<file path="src/rtl/uart_cmd_responder.sv">
// Byte-command responder: 'W' addr data writes a register, 'R' addr reads one back.
// Replies are pushed to the TX FIFO; a stalled command is dropped after TIMEOUT_CYCLES idle cycles.
//
// state    | meaning
// IDLE     | wait for an opcode byte
// GET_ADDR | wait for the address byte
// GET_DATA | wait for the data byte of a write
// EXEC     | perform the write or read, choose the reply
// SEND     | push the reply once the TX FIFO has room
`timescale 1ns/1ps
module uart_cmd_responder #(
    parameter int TIMEOUT_CYCLES = 270000
) (
    input  logic         clock,
    input  logic         reset,
    input  logic         rx_fifo_empty,
    input  logic [7:0]   rx_fifo_data_out,
    output logic         rx_fifo_read_en,
    input  logic         tx_fifo_full,
    output logic [7:0]   tx_fifo_data_in,
    output logic         tx_fifo_write_en,
    output logic [127:0] regs_flat,
    output logic         write_strobe,
    output logic [3:0]   write_addr,
    output logic         Debug_cmd
);

    localparam int TW = $clog2(TIMEOUT_CYCLES + 1);
    localparam logic [TW-1:0] TIMEOUT_TC = TW'(TIMEOUT_CYCLES);

    localparam logic [7:0] OP_WR    = 8'h57;
    localparam logic [7:0] OP_RD    = 8'h52;
    localparam logic [7:0] RPL_BAD  = 8'h3F;
    localparam logic [7:0] RPL_ERR  = 8'h45;
    localparam logic [7:0] RPL_OK   = 8'h4B;

    typedef enum logic [2:0] {IDLE, GET_ADDR, GET_DATA, EXEC, SEND} state_t;

    state_t           state, state_nxt;
    logic             is_wr, is_wr_nxt;
    logic [7:0]       addr, addr_nxt;
    logic [7:0]       data, data_nxt;
    logic [7:0]       reply, reply_nxt;
    logic [TW-1:0]    timer, timer_nxt;
    logic [15:0][7:0] regs;
    logic             pop, can_pop, reg_we;
    logic             tx_we_nxt, debug_nxt;
    logic [7:0]       tx_data_nxt;

    // The head byte is captured when the pop strobe is scheduled; the strobe itself
    // lands one cycle later, so a byte is never consumed twice in a row.
    assign can_pop   = !rx_fifo_empty && !rx_fifo_read_en;
    assign regs_flat = regs;

    always_comb begin
        state_nxt   = state;
        is_wr_nxt   = is_wr;
        addr_nxt    = addr;
        data_nxt    = data;
        reply_nxt   = reply;
        timer_nxt   = timer;
        pop         = 1'b0;
        reg_we      = 1'b0;
        tx_we_nxt   = 1'b0;
        tx_data_nxt = tx_fifo_data_in;
        debug_nxt   = Debug_cmd;
        case (state)
            IDLE: begin
                timer_nxt = '0;
                if (can_pop) begin
                    pop = 1'b1;
                    if (rx_fifo_data_out == OP_WR || rx_fifo_data_out == OP_RD) begin
                        is_wr_nxt = (rx_fifo_data_out == OP_WR);
                        state_nxt = GET_ADDR;
                    end else begin
                        reply_nxt = RPL_BAD;
                        state_nxt = SEND;
                    end
                end
            end
            GET_ADDR, GET_DATA: begin
                if (can_pop) begin
                    pop       = 1'b1;
                    timer_nxt = '0;
                    if (state == GET_ADDR) begin
                        addr_nxt  = rx_fifo_data_out;
                        state_nxt = is_wr ? GET_DATA : EXEC;
                    end else begin
                        data_nxt  = rx_fifo_data_out;
                        state_nxt = EXEC;
                    end
                end else if (!rx_fifo_read_en) begin
                    timer_nxt = timer + 1'b1;
                    if (timer_nxt == TIMEOUT_TC) begin
                        timer_nxt = '0;
                        state_nxt = IDLE;
                    end
                end
            end
            EXEC: begin
                state_nxt = SEND;
                if (addr[7:4] != 4'h0) begin
                    reply_nxt = RPL_ERR;
                end else if (is_wr) begin
                    reg_we    = 1'b1;
                    reply_nxt = RPL_OK;
                end else begin
                    reply_nxt = regs[addr[3:0]];
                end
            end
            SEND: begin
                if (!tx_fifo_full) begin
                    tx_we_nxt   = 1'b1;
                    tx_data_nxt = reply;
                    debug_nxt   = ~Debug_cmd;
                    state_nxt   = IDLE;
                end
            end
            default: state_nxt = IDLE;
        endcase
    end

    always_ff @(posedge clock) begin
        if (reset) begin
            state            <= IDLE;
            is_wr            <= 1'b0;
            addr             <= '0;
            data             <= '0;
            reply            <= '0;
            timer            <= '0;
            regs             <= '0;
            rx_fifo_read_en  <= 1'b0;
            tx_fifo_write_en <= 1'b0;
            tx_fifo_data_in  <= '0;
            write_strobe     <= 1'b0;
            write_addr       <= '0;
            Debug_cmd        <= 1'b0;
        end else begin
            state            <= state_nxt;
            is_wr            <= is_wr_nxt;
            addr             <= addr_nxt;
            data             <= data_nxt;
            reply            <= reply_nxt;
            timer            <= timer_nxt;
            rx_fifo_read_en  <= pop;
            tx_fifo_write_en <= tx_we_nxt;
            tx_fifo_data_in  <= tx_data_nxt;
            write_strobe     <= reg_we;
            Debug_cmd        <= debug_nxt;
            if (reg_we) begin
                regs[addr[3:0]] <= data;
                write_addr      <= addr[3:0];
            end
        end
    end

endmodule

</file>
<file path="config.mk">
export PLATFORM = sky130hd
export DESIGN_NAME = uart_cmd_responder
export DESIGN_NICKNAME = d
export VERILOG_FILES = /design/src/rtl/uart_cmd_responder.sv
export SDC_FILE = /design/constraint.sdc
export NUM_CORES = 1
export LEC_CHECK = 0
export CORE_UTILIZATION = 47
export CTS_CLUSTER_DIAMETER = 30
export CTS_CLUSTER_SIZE = 40
export DETAILED_ROUTE_END_ITERATION = 16
export PLACE_DENSITY_LB_ADDON = 0.3
export SKIP_LAST_GASP = 1
export SYNTH_ARGS = -nofsm -noshare
export SYNTH_HDL_FRONTEND = slang
export SYNTH_SLANG_ARGS = --single-unit
</file>
<file path="constraint.sdc">
create_clock -name clock -period 2.2 [get_ports clock]
set_input_delay 0.44 -clock clock [delete_from_list [all_inputs] [get_ports clock]]
set_output_delay 0.44 -clock clock [all_outputs]
set_load 0.01 [all_outputs]
</file>
==> results of run 1 <==
## state kept, by name (all words and copies together), names as in the netlist
register / count
is_wr: 1
data: 8
Debug_cmd: 1
write_addr: 4
timer: 19
regs_flat: 128
addr: 8
tx_fifo_data_in: 8
tx_fifo_write_en: 1
reply: 8
state: 3
rx_fifo_read_en: 1
write_strobe: 1
## Yosys cell counts (2+ instances only)
master and count:
a21oi_1 92, nor2b_1 7, a31oi_1 3, or2_2 3, nor3_2 3, and4_1 4, nand2_1 183, nor3_1 4
or4_1 3, nor3_4 2, nor2_2 6, buf_1 10, nor4_1 3, buf_4 4, and3_1 5, nand4_1 4
o311ai_0 8, nand2b_1 7, mux4_2 40, a211oi_1 5, nand3_1 29, o21ai_0 14, mux2i_1 85, inv_1 5
or3_1 4, dfxtp_1 191, buf_2 13, clkbuf_1 37, xnor2_1 6, nor2_1 116
## layout make-up
class | count | area [um^2]
Timing Repair Buffer | 257 | 2450
Clock buffer | 19 | 443
Fill cell | 1372 | 5750
Sequential cell | 191 | 3840
Multi-Input combinational cell | 659 | 4470
Clock inverter | 13 | 158
Tap cell | 225 | 282
Inverter | 5 | 18.8
## kinds of logic after synthesis
family                     Yosys count  share of synthesized area
AOI/OAI and AO/OA                  134                     0.0908
adders and majority gates            1                    0.00148
xor gates and xnor gates             7                    0.00724
muxes                              125                      0.207
and+or+nand+nor                    392                      0.206
DFF                                191                      0.452
buffers and inverters               70                     0.0356
## per-stage QoR
step / area, um^2 / setup WS (ns) / setup TNS [ns] / total power (W)
floorplan: 8460 / 0.0136 / 0 / 0.00367
global placement: 10800 / -0.242 / -4.45 / 0.00376
detailed placement: 10800 / -0.415 / -6.88 / 0.00376
CTS: 11500 / 0.00687 / 0 / 0.00687
global route: 11700 / -0.0530 / -0.519 / 0.00704
finish: 11700 / 0.0604 / 0 / 0.00685
## worst register-to-register path: stages (launching register included)
cell	delay, ns
dfxtp_2	0.37
ha_4	0.17
and3_2	0.25
a21oi_1	0.09
o31ai_1	0.26
a22oi_2	0.14
buf_4	0.17
a21boi_4	0.23
clkbuf_16	0.19
nand3_1	0.07
o311ai_0	0.10
## layer usage
| layer | up-vias | part of all wire | global-route usage |
|---|---|---|---|
| met5 | - | 0 | 0 |
| met4 | 0 | 0.023 | 0.103 |
| met2 | 323 | 0.48 | 0.452 |
| met3 | 39 | 0.079 | 0.0712 |
| li1 | 3629 | - | - |
| met1 | 3709 | 0.42 | 0.368 |
## worst min-delay path by stage
| stage | start | end | slack [ns] | depth (start not counted) |
|---|---|---|---|---|
| after floorplan | reply[0] | tx_fifo_data_in[0] | 0.43 | 2 |
| after global placement | reply[0] | tx_fifo_data_in[0] | 0.45 | 2 |
| after detailed placement | tx_fifo_data_in[7] | tx_fifo_data_in[7] | 0.45 | 2 |
| after CTS | tx_fifo_data_in[7] | tx_fifo_data_in[7] | 0.46 | 2 |
| after global routing | reset | timer[3] | 0.47 | 4 |
| final | reset | timer[3] | 0.45 | 4 |
## repair_timing
item                       in CTS  in global routing
resized for setup              14                 30
pin swaps                       3                  7
setup endpoints to repair      14                 70
setup buffers                   0                  8
cloned                          0                  1
## power by group
group,switching (W),leakage [nW],internal (W)
Combinational,0.000120,2.21,0.0000817
Clock,0.00143,0.289,0.00174
Sequential,0.0000122,1.54,0.00347
Total,0.00156,4.05,0.00529
==> impl_metrics.ini, run 1 <==
[clocking]
clock-root-buffer = clkbuf_16
clk_latency_ns = 0.44
cts.sinks = 191
cts_tree = done
hold_buffers = 0
clock_path_buffers = 2
path_clk_slew_ns = 0.07
numCtsBuffers = 17
h-tree-depth = 4

[critical_path]
r2r_slack_ns = 0.06
path_class = register to register
slowest_stage = dfxtp_2
r2r_cells = 10
rr_startpoint = timer[1]
start_kind = register
path_buf_inv = 2
endpoint = timer[7]
cpPeakStageDelay_ns = 0.37
cp.required_ns = 2.52
critPathTopFamily = compound AO/OA/AOI/OAI gates
r2r-end = timer[7]
crit_path_end_kind = register
startpoint = timer[1]
path_cells = ha_4 > and3_2 > a21oi_1 > o31ai_1 > a22oi_2 > buf_4 > a21boi_4 > clkbuf_16 > nand3_1 > o311ai_0
path_max_fanout = 7
cp.depth = 10
arrival_ns = 2.46

[synth]
synth_cell_types = 54
synth_top_cell_area_share = 0.452
synth_warnings = 0
avgSynthCellArea_um2 = 9.20
syn-instance-count = 920
ys_seq_area_frac = 0.452
post-synth-top-area-cell = dfxtp_1
synth_edf_count = 0
synth_flop_cell = dfxtp_1
synth_fp_nets = 933
async_reset_ff_frac = 0
synth_area_leaders = dfxtp_1 (45%), mux4_2 (11%), mux2i_1 (10%), nand2_1 (8.1%), a21oi_1 (5.4%)
synth_seq_cells = 191
syn_area_mm2 = 0.00846

[placed_design]
gp_congestion = 0.852
placed_cells = 1328
io_buffers = 155
dp_hpwl_mm = 17.3

[final_layout]
mostFrequentLayoutCell = dfxtp_1
syn_to_final_growth_pct = 37.9
drive_above_1_share = 0.192
diodes = 0
fin_util = 0.670
nets = 1144
final_cell_mix = dfxtp_1 (183), nand2_1 (182), clkdlybuf4s50_1 (153)
final_cells = 1369

[global_route]
grt_max_degree = 179
grt_antenna_before_repair = 0
grt_pass1_vias = 7378
gr-total-overflow = 0
global_route.usage.total = 0.283
grt_first_pass_wirelength_mm = 39.9

[timing]
whs_ns = 0.449
slew_headroom = 0.404
skew_ns = 0.0115
fmax_mhz = 467
final-setup-viol-count = 0
rsz0062_at_grt = yes
finalCritPeriodShare = 0.973
maxSlewViolCount = 0
tightest_slew_ns = 0.893
fin_crit_ns = 2.14
final_hold_viol_count = 0

[flow_run]
drv_cap = 0

[pwr]
p_leak_nw = 4.05
power-per-cell-area_mw_per_mm2 = 587
ir_drop_mv = 0.576

[routing]
postRouteAntennaNets = 0
wl_per_cell_um = 18.8
drc = 0
wl_mm = 25.7
avgViaCountPerCell = 5.62
first_iter_violations = 738
drt_pass1_iterations = 7
vias = 7700

[worst_hold_path]
hold_path_class = input port to register

[floorplan]
fp-row-count = 48
dieHeight_um = 136
core_mm2 = 0.0174
die_w_um = 136
start_util = 0.486
ios = 156
die-area_mm2 = 0.0185

[outcome]
outcome = complete, no violations
No activity file was read; power rests on OpenSTA's default activity.
==> inputs of run 2 (changes only) <==
--- a/config.mk
+++ b/config.mk
@@ -9,6 +9,7 @@
 export CTS_CLUSTER_DIAMETER = 30
 export CTS_CLUSTER_SIZE = 40
 export DETAILED_ROUTE_END_ITERATION = 16
+export MAX_ROUTING_LAYER = met4
 export PLACE_DENSITY_LB_ADDON = 0.3
 export SKIP_LAST_GASP = 1
 export SYNTH_ARGS = -nofsm -noshare
==> run 2 against run 1 <==
  * Non-clock buffer count is 3 lower
  * Global-route usage is 0.29 points higher
  * Combinational power hardly changed
  * Worst hold slack better by 0.0051 ns
  * Design area is 0.12% lower
  * Maximum frequency is 2.0% lower
  * Count of clock-buffer cells in the layout is 1 lower
  * Sequential share of layout area is 0.082 points higher
  * Utilization is 0.079 points lower
  * Final cell count is 0.22% lower
  * Die area stayed put
  * Critical endpoint is now state[0]
  * Highest routed layer unchanged
==> impl_metrics.ini, run 2 (synthesis gave the netlist of run 1 again) <==
[critical_path]
critPathTopFamily = simple AND/OR/NAND/NOR gates
arrival_ns = 2.55
path_buf_inv = 1
r2r_cells = 8
crit_path_end_kind = register
start_kind = register
r2r-end = state[0]
path_max_fanout = 3
path_cells = buf_6 > and4_4 > nand2_2 > or4_4 > a22oi_2 > a21oi_2 > or4_4 > a21oi_2
r2r_slack_ns = 0.02
rr_startpoint = timer[0]
slowest_stage = or4_4
path_class = register to register
cpPeakStageDelay_ns = 0.47
cp.required_ns = 2.57

[final_layout]
syn_to_final_growth_pct = 37.7
final_cell_area_mm2 = 0.0117
ff_latch_area_mm2 = 0.00385
multi_input_area_mm2 = 0.00450
final_cell_mix = nand2_1 (181), dfxtp_1 (179), clkdlybuf4s50_1 (154)
final_cells = 1366
nets = 1141
fillers = 1411
drive_above_1_share = 0.201
diodes = 0
mostFrequentLayoutCell = nand2_1
largest_reg_flops = 128

[clocking]
path_clk_slew_ns = 0.07
clk_latency_ns = 0.44
numCtsBuffers = 17
h-tree-depth = 4
clock-root-buffer = clkbuf_16
cts_tree = done
cts.sinks = 191
clock_path_buffers = 2

[placed_design]
dp_hpwl_mm = 17.4
pre_cts_slack_ns = -0.337
place_area_mm2 = 0.0108
gp_congestion = 0.886
placed_cells = 1331
io_buffers = 155

[routing]
avgViaCountPerCell = 5.65
drc = 0
first_iter_violations = 642
wl_mm = 25.4
drt_pass1_iterations = 5
vias = 7718
wl_per_cell_um = 18.6
postRouteAntennaNets = 0

[timing]
final-setup-viol-count = 0
slew_headroom = 0.424
finalCritPeriodShare = 0.993
skew_ns = 0.0118
final_hold_viol_count = 0
fin_setup_tns_ns = 0
maxSlewViolCount = 0
fin_crit_ns = 2.18
tightest_slew_ns = 0.863
setup_ws_ns = 0.0163
rsz0062_at_grt = yes
fmax_mhz = 458

[outcome]
outcome = complete, no violations

[worst_hold_path]
hold_path_class = register to register
hp-start = tx_fifo_data_in[3]
hold_depth = 2
whs_endpoint = tx_fifo_data_in[3]

[pwr]
ir_drop_mv = 0.578
p_leak_nw = 4.07
power-per-cell-area_mw_per_mm2 = 592

[floorplan]
ios = 156
start_util = 0.486
core_mm2 = 0.0174
fp-row-count = 48
dieHeight_um = 136
die-area_mm2 = 0.0185
die_w_um = 136

[global_route]
grt_pass1_vias = 7370
gr-total-overflow = 0
grt_max_degree = 112
grt_antenna_before_repair = 0
grt_first_pass_wirelength_mm = 39.0
global_route.usage.total = 0.286

[flow_run]
drv_cap = 0
==> run 2: area by class of cell <==
type | instances | share of cell area
multi-input combinational | 659 | 0.386
sequential | 191 | 0.330
timing repair buffer | 254 | 0.206
clock buffer | 18 | 0.0377
tap | 225 | 0.0242
clock inverter | 14 | 0.0146
inverter | 5 | 0.00161
==> run 2: worst register-to-register path, delay by kind of cell, from the launching register on <==
family,cells,cell delay [ns]
AND/OR/NAND/NOR,4,1.16
AO/OA/AOI/OAI,3,0.49
buffers and inverters,1,0.09
flip-flops,1,0.37
==> run 2: per-stage QoR <==
| step | total power (W) | util | hold WS (ns) |
|---|---|---|---|
| after global placement | 0.00376 | 0.621 | 0.444 |
| after CTS | 0.00691 | 0.659 | 0.457 |
| after global routing | 0.00708 | 0.669 | 0.482 |
| final | 0.00689 | 0.669 | 0.455 |
| after floorplan | 0.00367 | - | 0.432 |
| after detailed placement | 0.00376 | 0.621 | 0.447 |
==> run 2: per-layer routing <==
layer / part of all wire / global-route usage
met1: 0.42 / 0.353
met5: 0 / -
met2: 0.48 / 0.447
met3: 0.078 / 0.0694
met4: 0.027 / 0.115
==> run 2: report_power, final <==
group          switching [W]  leakage, nW  total [W]  internal, W
Combinational       0.000123         2.22   0.000205    0.0000819
Clock                0.00145        0.300    0.00321      0.00175
Sequential         0.0000125         1.55    0.00348      0.00347
Total                0.00159         4.07    0.00689      0.00530
==> run 2: worst max-delay path by stage <==
| stage | cells past startpoint | to | start | slack (ns) |
|---|---|---|---|---|
| after global routing | 10 | state[1] | timer[1] | -0.06 |
| after detailed placement | 7 | timer[15] | rx_fifo_empty | -0.34 |
| after CTS | 4 | reply[0] | addr[1] | 0.001 |
| after floorplan | 6 | reply[0] | addr[0] | 0.01 |
| final | 8 | state[0] | timer[0] | 0.02 |
| after global placement | 9 | timer[4] | rx_fifo_empty | -0.27 |
==> run 2: what timing repair did <==
action | 4_1_cts | 5_1_grt
resized for setup | 11 | 43
cloned | 0 | 0
hold buffers | 0 | 0
endpoints found under the setup margin | 13 | 108
pin swaps | 3 | 7
buffers inserted | 1 | 2
